**src/rtl/ir_ctrl_pkg.sv**
```systemverilog
// ---------------------------------------------------------------------------
// ir_ctrl_pkg
//   Shared definitions for the accumulator-CPU timing/control sequencer:
//   state encoding (the encoding is the reported sequence counter value),
//   opcode constants, bus-select and ALU-op codes, control-bundle bit
//   indices and register-reference instruction bit masks.
// ---------------------------------------------------------------------------
package ir_ctrl_pkg;

  // T0..T6 encode as 0..6 so the state register doubles as scT; HALT is 7.
  typedef enum logic [2:0] {
    ST_T0   = 3'd0,
    ST_T1   = 3'd1,
    ST_T2   = 3'd2,
    ST_T3   = 3'd3,
    ST_T4   = 3'd4,
    ST_T5   = 3'd5,
    ST_T6   = 3'd6,
    ST_HALT = 3'd7
  } state_e;

  // Opcodes, IR[14:12]
  localparam logic [2:0] OP_AND = 3'd0;
  localparam logic [2:0] OP_ADD = 3'd1;
  localparam logic [2:0] OP_LDA = 3'd2;
  localparam logic [2:0] OP_STA = 3'd3;
  localparam logic [2:0] OP_BUN = 3'd4;
  localparam logic [2:0] OP_BSA = 3'd5;
  localparam logic [2:0] OP_ISZ = 3'd6;
  localparam logic [2:0] OP_REG = 3'd7;  // register-ref (I=0) or I/O (I=1)

  // Bus source select
  localparam logic [2:0] BUS_NONE = 3'd0;
  localparam logic [2:0] BUS_AR   = 3'd1;
  localparam logic [2:0] BUS_PC   = 3'd2;
  localparam logic [2:0] BUS_DR   = 3'd3;
  localparam logic [2:0] BUS_AC   = 3'd4;
  localparam logic [2:0] BUS_IR   = 3'd5;
  localparam logic [2:0] BUS_MEM  = 3'd7;

  // ALU operation
  localparam logic [1:0] ALU_AND     = 2'd0;
  localparam logic [1:0] ALU_ADD     = 2'd1;
  localparam logic [1:0] ALU_PASS_DR = 2'd2;
  localparam logic [1:0] ALU_CMA     = 2'd3;

  // Bit positions inside each {CLR,INR,LD} control bundle
  localparam int CTL_LD  = 0;
  localparam int CTL_INR = 1;
  localparam int CTL_CLR = 2;

  // Register-reference micro-op masks over IR[11:0]
  localparam logic [11:0] RR_CLA = 12'h800;
  localparam logic [11:0] RR_CMA = 12'h200;
  localparam logic [11:0] RR_INC = 12'h020;
  localparam logic [11:0] RR_SPA = 12'h010;
  localparam logic [11:0] RR_SNA = 12'h008;
  localparam logic [11:0] RR_SZA = 12'h004;
  localparam logic [11:0] RR_HLT = 12'h001;

endpackage

```
**src/rtl/ir_op_decode.sv**
```systemverilog
// ---------------------------------------------------------------------------
// ir_op_decode
//   Purely combinational classification of the current instruction.
//   Ports:
//     ir_i         instruction word from ir_reg
//     indirect_o   I bit, IR[DATA_W-1]
//     mem_ref_o    opcode 0..6 (memory-reference)
//     reg_ref_o    opcode 7 with I=0
//     io_ref_o     opcode 7 with I=1
//     op_onehot_o  one-hot of the memory-reference opcode (zero otherwise)
//     rr_bits_o    address field, interpreted as micro-op bits for reg-ref
// ---------------------------------------------------------------------------
module ir_op_decode
  import ir_ctrl_pkg::*;
#(
  parameter int ADDR_W = 12,
  parameter int DATA_W = 16
) (
  input  logic [DATA_W-1:0] ir_i,
  output logic              indirect_o,
  output logic              mem_ref_o,
  output logic              reg_ref_o,
  output logic              io_ref_o,
  output logic [6:0]        op_onehot_o,
  output logic [ADDR_W-1:0] rr_bits_o
);

  logic [2:0] opcode;

  assign opcode      = ir_i[DATA_W-2 -: 3];
  assign indirect_o  = ir_i[DATA_W-1];
  assign mem_ref_o   = (opcode != OP_REG);
  assign reg_ref_o   = (opcode == OP_REG) && !indirect_o;
  assign io_ref_o    = (opcode == OP_REG) &&  indirect_o;
  // Shifting by 7 walks the bit off the end, so opcode 7 decodes to all zeros.
  assign op_onehot_o = 7'(1) << opcode;
  assign rr_bits_o   = ir_i[ADDR_W-1:0];

endmodule

```
**src/rtl/ir_ctrl_seq.sv**
```systemverilog
// ---------------------------------------------------------------------------
// ir_ctrl_seq
//   Timing/control sequencer for the 16-bit accumulator CPU. Steps through
//   fetch (T0-T1), decode (T2) and execute (T3-T6) and emits the register,
//   bus, ALU and memory strobes for each step. Strobes are combinational
//   from the current state and IR; their effect lands on the clock edge
//   that ends the state.
//   Ports:
//     CLK, RSTn        rising-edge clock, asynchronous active-low reset
//     run              level; starts execution from HALT
//     IR               current instruction from ir_reg
//     acZero/acSign    AC==0 / AC[15] flags;  drZero  DR==0 flag
//     irCtl..acCtl     {CLR,INR,LD} per register
//     busSel           bus source; aluOp  ALU function
//     eLD              load E from ALU carry
//     memRD/memWR      single-cycle memory strobes
//     halted, scT      status: in HALT, sequence counter (7 in HALT)
// ---------------------------------------------------------------------------
module ir_ctrl_seq
  import ir_ctrl_pkg::*;
#(
  parameter int ADDR_W = 12,
  parameter int DATA_W = 16
) (
  input  logic              CLK,
  input  logic              RSTn,
  input  logic              run,
  input  logic [DATA_W-1:0] IR,
  input  logic              acZero,
  input  logic              acSign,
  input  logic              drZero,
  output logic [2:0]        irCtl,
  output logic [2:0]        arCtl,
  output logic [2:0]        pcCtl,
  output logic [2:0]        drCtl,
  output logic [2:0]        acCtl,
  output logic [2:0]        busSel,
  output logic [1:0]        aluOp,
  output logic              eLD,
  output logic              memRD,
  output logic              memWR,
  output logic              halted,
  output logic [2:0]        scT
);

  state_e              state_q, state_d;
  logic                indirect, mem_ref, reg_ref, io_ref;
  logic [6:0]          op_oh;
  logic [ADDR_W-1:0]   rr;

  ir_op_decode #(
    .ADDR_W (ADDR_W),
    .DATA_W (DATA_W)
  ) u_dec (
    .ir_i        (IR),
    .indirect_o  (indirect),
    .mem_ref_o   (mem_ref),
    .reg_ref_o   (reg_ref),
    .io_ref_o    (io_ref),
    .op_onehot_o (op_oh),
    .rr_bits_o   (rr)
  );

  // NOTE: state is updated with non-blocking assignments so every reader
  // sees the pre-edge value; the async reset drops into HALT immediately,
  // which also kills any in-flight memWR through the output decode below.
  always_ff @(posedge CLK or negedge RSTn) begin
    if (!RSTn) state_q <= ST_HALT;
    else       state_q <= state_d;
  end

  assign halted = (state_q == ST_HALT);
  assign scT    = state_q;

  // NOTE: every output and state_d gets a default before the case so no
  // path leaves a value unassigned; that is what keeps this block latch-free.
  always_comb begin
    state_d = state_q;
    irCtl   = '0;
    arCtl   = '0;
    pcCtl   = '0;
    drCtl   = '0;
    acCtl   = '0;
    busSel  = BUS_NONE;
    aluOp   = ALU_AND;
    eLD     = 1'b0;
    memRD   = 1'b0;
    memWR   = 1'b0;

    case (state_q)
      ST_HALT: begin
        // RSTn gate keeps irCLR quiet while reset is held with run high.
        if (run && RSTn) begin
          irCtl[CTL_CLR] = 1'b1;
          state_d        = ST_T0;
        end
      end

      ST_T0: begin                       // AR <- PC
        busSel         = BUS_PC;
        arCtl[CTL_LD]  = 1'b1;
        state_d        = ST_T1;
      end

      ST_T1: begin                       // IR <- M[AR], PC <- PC+1
        memRD          = 1'b1;
        busSel         = BUS_MEM;
        irCtl[CTL_LD]  = 1'b1;
        pcCtl[CTL_INR] = 1'b1;
        state_d        = ST_T2;
      end

      ST_T2: begin                       // AR <- IR address field
        busSel         = BUS_IR;
        arCtl[CTL_LD]  = 1'b1;
        state_d        = ST_T3;
      end

      ST_T3: begin
        if (reg_ref) begin
          if      (|(rr & RR_CLA)) acCtl[CTL_CLR] = 1'b1;
          else if (|(rr & RR_CMA)) begin
            aluOp         = ALU_CMA;
            acCtl[CTL_LD] = 1'b1;
          end
          else if (|(rr & RR_INC)) acCtl[CTL_INR] = 1'b1;
          // All requested skip tests merge into a single PC increment.
          pcCtl[CTL_INR] = (|(rr & RR_SPA) && !acSign) ||
                           (|(rr & RR_SNA) &&  acSign) ||
                           (|(rr & RR_SZA) &&  acZero);
          state_d = |(rr & RR_HLT) ? ST_HALT : ST_T0;
        end else if (io_ref) begin
          state_d = ST_T0;
        end else begin
          if (indirect) begin            // AR <- M[AR]
            memRD         = 1'b1;
            busSel        = BUS_MEM;
            arCtl[CTL_LD] = 1'b1;
          end
          state_d = ST_T4;
        end
      end

      ST_T4: begin
        state_d = ST_T5;
        if (op_oh[OP_AND] || op_oh[OP_ADD] || op_oh[OP_LDA] || op_oh[OP_ISZ]) begin
          memRD         = 1'b1;
          busSel        = BUS_MEM;
          drCtl[CTL_LD] = 1'b1;
        end else if (op_oh[OP_STA]) begin
          busSel  = BUS_AC;
          memWR   = 1'b1;
          state_d = ST_T0;
        end else if (op_oh[OP_BUN]) begin
          busSel        = BUS_AR;
          pcCtl[CTL_LD] = 1'b1;
          state_d       = ST_T0;
        end else if (op_oh[OP_BSA]) begin // M[AR] <- PC, AR <- AR+1
          busSel         = BUS_PC;
          memWR          = 1'b1;
          arCtl[CTL_INR] = 1'b1;
        end
        // mem_ref is always true here; an opcode-7 word cannot reach T4.
        if (!mem_ref) state_d = ST_T0;
      end

      ST_T5: begin
        state_d = ST_T0;
        if (op_oh[OP_AND] || op_oh[OP_ADD] || op_oh[OP_LDA]) begin
          aluOp         = op_oh[OP_AND] ? ALU_AND :
                          op_oh[OP_ADD] ? ALU_ADD : ALU_PASS_DR;
          acCtl[CTL_LD] = 1'b1;
          eLD           = op_oh[OP_ADD];
        end else if (op_oh[OP_BSA]) begin
          busSel        = BUS_AR;
          pcCtl[CTL_LD] = 1'b1;
        end else if (op_oh[OP_ISZ]) begin
          drCtl[CTL_INR] = 1'b1;
          state_d        = ST_T6;
        end
      end

      ST_T6: begin                       // M[AR] <- DR, skip if it wrapped
        busSel         = BUS_DR;
        memWR          = 1'b1;
        pcCtl[CTL_INR] = drZero;
        state_d        = ST_T0;
      end

      default: state_d = ST_HALT;
    endcase
  end

endmodule
```
**config.mk**
```make
export PLATFORM = sky130hd
export DESIGN_NAME = ir_ctrl_seq
export DESIGN_NICKNAME = d
export VERILOG_FILES = /design/src/rtl/ir_ctrl_pkg.sv /design/src/rtl/ir_op_decode.sv /design/src/rtl/ir_ctrl_seq.sv
export SDC_FILE = /design/constraint.sdc
export NUM_CORES = 1
export LEC_CHECK = 0
export ABC_AREA = 1
export CORE_MARGIN = 2
export CORE_UTILIZATION = 34
export CTS_BUF_LIST = sky130_fd_sc_hd__clkbuf_4 sky130_fd_sc_hd__clkbuf_8
export DETAILED_ROUTE_END_ITERATION = 10
export PLACE_DENSITY = 0.85
export SETUP_SLACK_MARGIN = 0.3
export SLEW_MARGIN = 15
export SYNTH_ARGS = -nofsm -noshare
export SYNTH_HDL_FRONTEND = slang
export SYNTH_SLANG_ARGS = --single-unit
```
**constraint.sdc**
```tcl
create_clock -name CLK -period 2.9 [get_ports CLK]
set_clock_uncertainty 0.05 [all_clocks]
set_input_delay 0.29 -clock CLK [delete_from_list [all_inputs] [get_ports CLK]]
set_output_delay 0.29 -clock CLK [all_outputs]
set_load 0.01 [all_outputs]
```
==> flow_metrics.py, run 1 <==
metrics = {
    "run": {
        "cap_violations": 0,
    },
    "cells_and_area": {
        "final_nets": 168,
        "largest_register_ffs": 3,
        "final_util_pct": 63.6,
        "final_cell_mix": "clkdlybuf4s50_1, nor2_1, nand2_1",
        "final_area_um2": 970,
        "drive_gt1_share_pct": 13.1,
        "syn2layout_area_growth_pct": 73.0,
        "num_antenna_cells": 0,
        "final_common_cell": "clkdlybuf4s50_1",
    },
    "cts": {
        "clock-sinks": 3,
        "cts_tree": "done",
        "clockBufferDepth": 2,
        "clk_pin_slew_ns": 0.04,
        "ctsHtreeMaxLevel": 1,
        "clk_latency_ns": 0.23,
        "cts_repair_resize_count": 0,
        "post-cts-setup-buffers": 0,
        "cts_buffers": 3,
        "hold_buffers": 0,
        "cts_root_buf": "clkbuf_4",
    },
    "grt": {
        "grt_max_degree": 10,
        "gr-usage-all-layers_pct": 16.3,
        "grt_pass1_vias": 594,
        "grt_pass1_wl_um": 2440,
        "gr-total-overflow": 0,
        "antenna_found_initial": 0,
    },
    "logic_synthesis": {
        "ys_warn_count": 0,
        "syn_inst": 105,
        "ys_ff_latch": 3,
        "synth_top_area_share_pct": 16.1,
        "synth_area_um2": 561,
        "yosys.area.top_type": "nor2_1",
        "synth_cell_types": 19,
        "synth.yosys.seq_area_share_pct": 14.1,
        "syn_area_per_cell_um2": 5.34,
        "synth.area.top_cells": "nor2_1, nand2_1, dfstp_2, nand3_1, inv_1",
    },
    "setup_path": {
        "critical-path-max-stage-delay_ns": 0.65,
        "cp_slowest_cell": "clkdlybuf4s50_1",
        "crit_chain": "clkdlybuf4s50_1 -> nand2_2 -> nor2_4 -> nand2_2 -> nor2_4 -> inv_1 -> nor2_1 -> clkdlybuf4s50_1",
        "cp-end-kind": "primary output",
        "worstPathRequired_ns": 2.56,
        "reg2reg_to": "scT[1]$_DFFE_PN1P_",
        "crit_type": "in2out",
        "crit_fanout": 8,
        "startpoint_type": "primary input",
        "crit_arrival_ns": 2.11,
        "rrSetupSlack_ns": 1.61,
        "regToRegStartpoint": "scT[2]$_DFFE_PN1P_",
        "r2r_cells": 5,
    },
    "drt": {
        "dr_total_vias": 758,
        "drtIter0Drc": 18,
        "postRouteAntennaNets": 0,
        "drc": 0,
        "viasPerCell": 4.71,
        "wl_um": 1640,
        "drtPass1Iterations": 4,
        "wl_per_cell_um": 10.2,
    },
    "floorplanning": {
        "initial_core_util_pct": 36.8,
        "coreArea_mm2": 0.00152,
        "die_area_mm2": 0.00199,
        "die_width_um": 44.6,
        "die_h_um": 44.6,
        "rows": 14,
        "pin_count": 49,
    },
    "sta": {
        "fmax_mhz": 409,
        "fin_crit_sh_pct": 84.4,
        "setup_viol": 0,
        "fin_crit_ns": 2.45,
        "finalHoldViolations": 0,
        "timing.hold.ws_ns": 0.412,
        "final.setup.tns_ns": 0,
        "grt_setup_unrepaired": "no",
        "maxSlewViolCount": 0,
    },
    "placement": {
        "placed_cell_area_um2": 940,
        "portBuffers": 39,
        "place.gp.congestion": 0.910,
        "dp_hpwl_um": 1390,
    },
    "power_and_ir_drop": {
        "p_leak_nw": 0.459,
        "ir_drop_mv": 0.563,
        "p_per_area_mw_per_mm2": 712,
    },
    "run_status": {
        "status": "completed",
    },
    "hold_path": {
        "hold_path_class": "in2async",
    },
}
through the flow:
stage               setup slack (ns)  power, mW  std cells
finish                         0.453      0.690        161
detailed placement             0.468      0.608        157
floorplan                       1.37      0.359        108
global placement               0.488      0.603        157
CTS                            0.463      0.694        161
global route                   0.303      0.742        161
synth_stat cells:
cell type,n
nor2_2,3
buf_4,5
dfstp_2,3
buf_2,1
a31oi_1,1
nand3_1,15
inv_1,13
conb_1,1
nor2_4,2
o211ai_1,1
or2_1,1
nand4_1,2
nand2_1,22
nor4_1,1
nand3_2,2
nor2_1,24
inv_2,3
o21ai_0,3
nand2_2,2
area by class of cell:
| cell class | count | area [um2] |
|---|---|---|
| clock buffer | 4 | 30.0 |
| fill | 143 | 554 |
| inverter | 16 | 60.1 |
| multi-input combinational | 83 | 390 |
| sequential | 3 | 78.8 |
| tap | 16 | 20.0 |
| timing repair buffer | 39 | 390 |
cells by family (layout without fill, tap and decap cells):
group                  after synthesis  in the layout  synth area share (%)
buffers and inverters               22             59                  18.3
AOI/OAI and AO/OA                    5              5                  5.13
DFF                                  3              3                  14.1
other                                1              4                 0.669
and+or+nand+nor                     74             74                  61.8
power by group:
part           switching [mW]  internal, mW  total (mW)
Clock                  0.0214        0.0609      0.0823
Combinational           0.235         0.258       0.492
Sequential             0.0384        0.0772       0.116
Total                   0.295         0.396       0.690
worst max path at each step:
stage,from,to,cells past startpoint
after floorplan,scT[0]$_DFFE_PN1P_,busSel[0],6
after global placement,IR[12],aluOp[0],8
after detailed placement,IR[12],acCtl[2],8
after CTS,IR[12],acCtl[2],8
after global routing,IR[12],acCtl[2],8
final,IR[12],acCtl[2],8
worst max-delay path: cells and delay by family:
kind | cells | cell delay, ns
AND/OR/NAND/NOR | 5 | 0.56
buffers and inverters | 3 | 1.26
per-layer routing:
layer / track usage, % / routed length, um / up-vias
li1: - / - / 401
met1: 20.3 / 684 / 325
met2: 28.1 / 811 / 32
met3: 2.86 / 144 / 0
met4: 5.45 / 0 / 0
met5: 0 / 0 / -
Note: power is estimated with default switching activity, not from simulation.
==> run 2: changes to the inputs <==
--- a/config.mk
+++ b/config.mk
@@ -7,10 +7,10 @@
 export LEC_CHECK = 0
 export ABC_AREA = 1
 export CORE_MARGIN = 2
-export CORE_UTILIZATION = 34
+export CORE_UTILIZATION = 32
 export CTS_BUF_LIST = sky130_fd_sc_hd__clkbuf_4 sky130_fd_sc_hd__clkbuf_8
 export DETAILED_ROUTE_END_ITERATION = 10
-export PLACE_DENSITY = 0.85
+export PLACE_DENSITY = 0.81
 export SETUP_SLACK_MARGIN = 0.3
 export SLEW_MARGIN = 15
 export SYNTH_ARGS = -nofsm -noshare
==> constraint.sdc (replaced) <==
create_clock -name CLK -period 2.4 [get_ports CLK]
set_clock_uncertainty 0.05 [all_clocks]
set_input_delay 0.24 -clock CLK [delete_from_list [all_inputs] [get_ports CLK]]
set_output_delay 0.24 -clock CLK [all_outputs]
set_load 0.01 [all_outputs]
==> flow_metrics.py, run 2 (synthesis results as in run 1) <==
metrics = {
    "cells_and_area": {
        "regArea_um2": 78.8,
        "final_nets": 174,
        "final_cell_mix": "clkdlybuf4s50_1, nand2_1, nor2_1",
        "drive_gt1_share_pct": 21.2,
        "final_util_pct": 61.6,
        "syn2layout_area_growth_pct": 85.7,
        "multi_input_area_um2": 418,
        "nFillCells": 171,
        "final_area_mm2": 0.00104,
        "largest_register_ffs": 3,
        "final_common_cell": "clkdlybuf4s50_1",
        "stdcell_count": 168,
        "num_antenna_cells": 0,
    },
    "cts": {
        "cts_tree": "done",
        "clockBufferDepth": 2,
        "cts_buffers": 3,
        "ctsHtreeMaxLevel": 1,
        "clock-sinks": 3,
        "cts_root_buf": "clkbuf_4",
        "clk_latency_ns": 0.24,
        "clk_pin_slew_ns": 0.04,
    },
    "sta": {
        "finalHoldViolations": 0,
        "setup_ws_ns": 0.315,
        "final.setup.tns_ns": 0,
        "maxSlewViolCount": 0,
        "setup_viol": 0,
        "timing.hold.ws_ns": 0.354,
        "fmax_mhz": 480,
        "grt_setup_unrepaired": "yes",
        "fin_crit_sh_pct": 86.9,
        "fin_crit_ns": 2.08,
    },
    "power_and_ir_drop": {
        "p_leak_nw": 0.606,
        "totalPowerFinal_mw": 0.866,
        "ir_drop_mv": 0.653,
        "p_per_area_mw_per_mm2": 831,
    },
    "drt": {
        "drtIter0Drc": 13,
        "wl_per_cell_um": 10.6,
        "dr_total_vias": 807,
        "postRouteAntennaNets": 0,
        "viasPerCell": 4.80,
        "drc": 0,
        "wl_um": 1780,
        "drtPass1Iterations": 4,
    },
    "hold_path": {
        "hold_path_class": "in2async",
    },
    "setup_path": {
        "crit_arrival_ns": 1.79,
        "startpoint_type": "primary input",
        "cp-end-kind": "primary output",
        "r2r_cells": 5,
        "crit_fanout": 7,
        "crit_type": "in2out",
        "worstPathRequired_ns": 2.11,
    },
    "floorplanning": {
        "die_width_um": 45.9,
        "rows": 15,
        "die_h_um": 45.9,
        "coreArea_mm2": 0.00169,
        "die_area_mm2": 0.00210,
        "pin_count": 49,
        "initial_core_util_pct": 33.2,
    },
    "run_status": {
        "status": "completed",
    },
    "placement": {
        "place.gp.congestion": 0.860,
        "place_inst": 160,
        "pre_cts_ws_ns": 0.125,
        "placed_cell_area_um2": 956,
        "portBuffers": 39,
        "dp_hpwl_um": 1390,
    },
    "grt": {
        "gr-total-overflow": 0,
        "antenna_found_initial": 0,
        "grt_max_degree": 9,
        "grt_pass1_vias": 628,
        "grt_pass1_wl_um": 2420,
        "gr-usage-all-layers_pct": 15.4,
    },
    "run": {
        "cap_violations": 0,
    },
}
run 2: critical path, cell delays in order:
cell             delay [ns]
clkdlybuf4s50_1        0.43
buf_4                  0.17
nor2_1                 0.10
nand2_1                0.06
nor2_1                 0.14
or2_1                  0.12
clkdlybuf4s50_1        0.53
run 2: path summary, 6_finish.rpt:
check,startpoint,to,slack (ns)
setup / recovery,IR[12],pcCtl[0],0.32
max in group asynchronous,RSTn,scT[1]$_DFFE_PN1P_,1.91
setup reg to reg,scT[0]$_DFFE_PN1P_,scT[0]$_DFFE_PN1P_,1.02
min in group CLK,IR[0],scT[1]$_DFFE_PN1P_,0.57
hold reg to reg,scT[0]$_DFFE_PN1P_,scT[1]$_DFFE_PN1P_,0.68
hold / removal,RSTn,scT[0]$_DFFE_PN1P_,0.35
run 2: final cells by class:
cell class | count | share of cell area, %
Clock buffer | 4 | 2.88
Timing Repair Buffer | 45 | 41.6
Sequential cell | 3 | 7.57
Tap cell | 17 | 2.04
Multi-Input combinational cell | 83 | 40.1
Inverter | 16 | 5.77
run 2: per-layer routing:
layer	GRT usage (%)	part of all wire (%)	wire, um	vias to the layer above
met3	4.76	10	177	0
met4	1.71	0	0	0
met2	28.1	49	863	37
met1	17.9	41	734	354
li1	-	-	-	416
met5	0	0	0	-
run 2: power by group:
part           total, mW  leakage (nW)  internal [mW]  switching, mW
clock network      0.104        0.0184         0.0738         0.0301
logic              0.621         0.556          0.300          0.321
registers          0.141        0.0314         0.0934         0.0475
run 2: timing repair:
action	CTS	global route
endpoints found under the setup margin	14	7
pin swaps	0	1
hold buffers	0	0
resized for setup	13	11
buffers inserted	1	3
==> run 3: changes to the inputs <==
--- a/config.mk
+++ b/config.mk
@@ -10,6 +10,7 @@
 export CORE_UTILIZATION = 32
 export CTS_BUF_LIST = sky130_fd_sc_hd__clkbuf_4 sky130_fd_sc_hd__clkbuf_8
 export DETAILED_ROUTE_END_ITERATION = 10
+export GPL_TIMING_DRIVEN = 0
 export PLACE_DENSITY = 0.81
 export SETUP_SLACK_MARGIN = 0.3
 export SLEW_MARGIN = 15
==> flow_metrics.py, run 3 (synthesis results as in run 1) <==
metrics = {
    "run_status": {
        "status": "completed",
    },
    "setup_path": {
        "crit_arrival_ns": 1.79,
        "r2r_cells": 5,
        "startpoint_type": "flip-flop",
        "crit_fanout": 8,
        "worstPathRequired_ns": 2.11,
        "crit_type": "reg2out",
        "cp-end-kind": "primary output",
    },
    "grt": {
        "grt_max_degree": 9,
        "grt_pass1_wl_um": 2500,
        "antenna_found_initial": 0,
        "grt_pass1_vias": 623,
        "gr-usage-all-layers_pct": 15.7,
        "gr-total-overflow": 0,
    },
    "cells_and_area": {
        "largest_register_ffs": 3,
        "syn2layout_area_growth_pct": 83.0,
        "final_cell_mix": "nor2_1, nand2_1, clkdlybuf4s50_1",
        "final_common_cell": "nor2_1",
        "final_nets": 175,
        "num_antenna_cells": 0,
        "drive_gt1_share_pct": 19.7,
        "final_util_pct": 60.7,
    },
    "drt": {
        "viasPerCell": 4.59,
        "wl_per_cell_um": 9.75,
        "dr_total_vias": 776,
        "drtPass1Iterations": 4,
        "wl_um": 1650,
        "drtIter0Drc": 11,
        "postRouteAntennaNets": 0,
        "drc": 0,
    },
    "run": {
        "cap_violations": 0,
    },
    "sta": {
        "fmax_mhz": 482,
        "finalHoldViolations": 0,
        "fin_crit_sh_pct": 86.5,
        "maxSlewViolCount": 0,
        "final.setup.tns_ns": 0,
        "fin_crit_ns": 2.08,
        "grt_setup_unrepaired": "yes",
        "timing.hold.ws_ns": 0.374,
        "setup_viol": 0,
    },
    "cts": {
        "cts_tree": "done",
        "clockBufferDepth": 2,
        "cts_root_buf": "clkbuf_4",
        "ctsHtreeMaxLevel": 1,
        "clock-sinks": 3,
        "clk_latency_ns": 0.22,
        "cts_buffers": 3,
        "clk_pin_slew_ns": 0.04,
    },
    "floorplanning": {
        "die_width_um": 45.9,
        "rows": 15,
        "coreArea_mm2": 0.00169,
        "die_h_um": 45.9,
        "initial_core_util_pct": 33.2,
        "die_area_mm2": 0.00210,
        "pin_count": 49,
    },
    "hold_path": {
        "hold_path_class": "in2async",
    },
    "placement": {
        "portBuffers": 38,
        "place.gp.congestion": 0.886,
        "dp_hpwl_um": 1440,
    },
    "power_and_ir_drop": {
        "p_per_area_mw_per_mm2": 778,
        "p_leak_nw": 0.623,
        "ir_drop_mv": 0.563,
    },
}
[run 3: worst max-delay path: stages, from the launching register on]
cell	delay (ns)
dfstp_2	0.52
buf_4	0.15
nand3_2	0.12
inv_2	0.09
nand4_1	0.09
inv_1	0.07
clkdlybuf4s50_1	0.53
[run 3: final timing paths]
kind | from | slack [ns] | endpoint
worst max-delay path | scT[0]$_DFFE_PN1P_ | 0.32 | eLD
worst min-delay path | RSTn | 0.37 | scT[0]$_DFFE_PN1P_
worst max register to register | scT[1]$_DFFE_PN1P_ | 1.10 | scT[1]$_DFFE_PN1P_
worst min register to register | scT[2]$_DFFE_PN1P_ | 0.63 | scT[0]$_DFFE_PN1P_
max in group asynchronous | RSTn | 1.90 | scT[1]$_DFFE_PN1P_
min in group CLK | IR[12] | 0.44 | scT[1]$_DFFE_PN1P_
[run 3: per-stage QoR]
step	cells	instance area [um2]	worst slack (ns)	power (mW)
floorplan	108	572	0.915	0.433
global placement	163	973	0.151	0.740
detailed placement	163	973	0.144	0.751
CTS	168	1000	0.248	0.799
global route	169	1030	0.172	0.877
finish	169	1030	0.324	0.798
[run 3: final cells by class]
| type | count | area (um2) |
|---|---|---|
| flip-flops and latches | 3 | 78.8 |
| plain buffers | 6 | 45.0 |
| multi-input cells | 83 | 398 |
| clock buffers | 4 | 30.0 |
| repair buffers | 40 | 393 |
| fillers | 170 | 663 |
| well taps | 17 | 21.3 |
| inverters | 16 | 60.1 |
[run 3: report_power, final]
part | leakage [nW] | switching (mW) | internal [mW] | total [mW]
Combinational | 0.573 | 0.308 | 0.271 | 0.579
Sequential | 0.0314 | 0.0306 | 0.0923 | 0.123
Clock | 0.0184 | 0.0228 | 0.0733 | 0.0962
[run 3: timing repair]
item | in CTS | in global routing
pin swaps | 2 | 1
endpoints found under the setup margin | 14 | 7
hold buffers | 0 | 0
gates resized for setup | 15 | 6
cloned | 0 | 0
setup buffers | 1 | 1
[run 3: routing by layer]
layer | vias to the layer above | wire length [um] | track usage [%]
met4 | 0 | 0 | 0
met1 | 332 | 736 | 19.1
met2 | 25 | 803 | 29.4
met5 | - | 0 | 0
li1 | 419 | - | -
met3 | 0 | 107 | 3.57
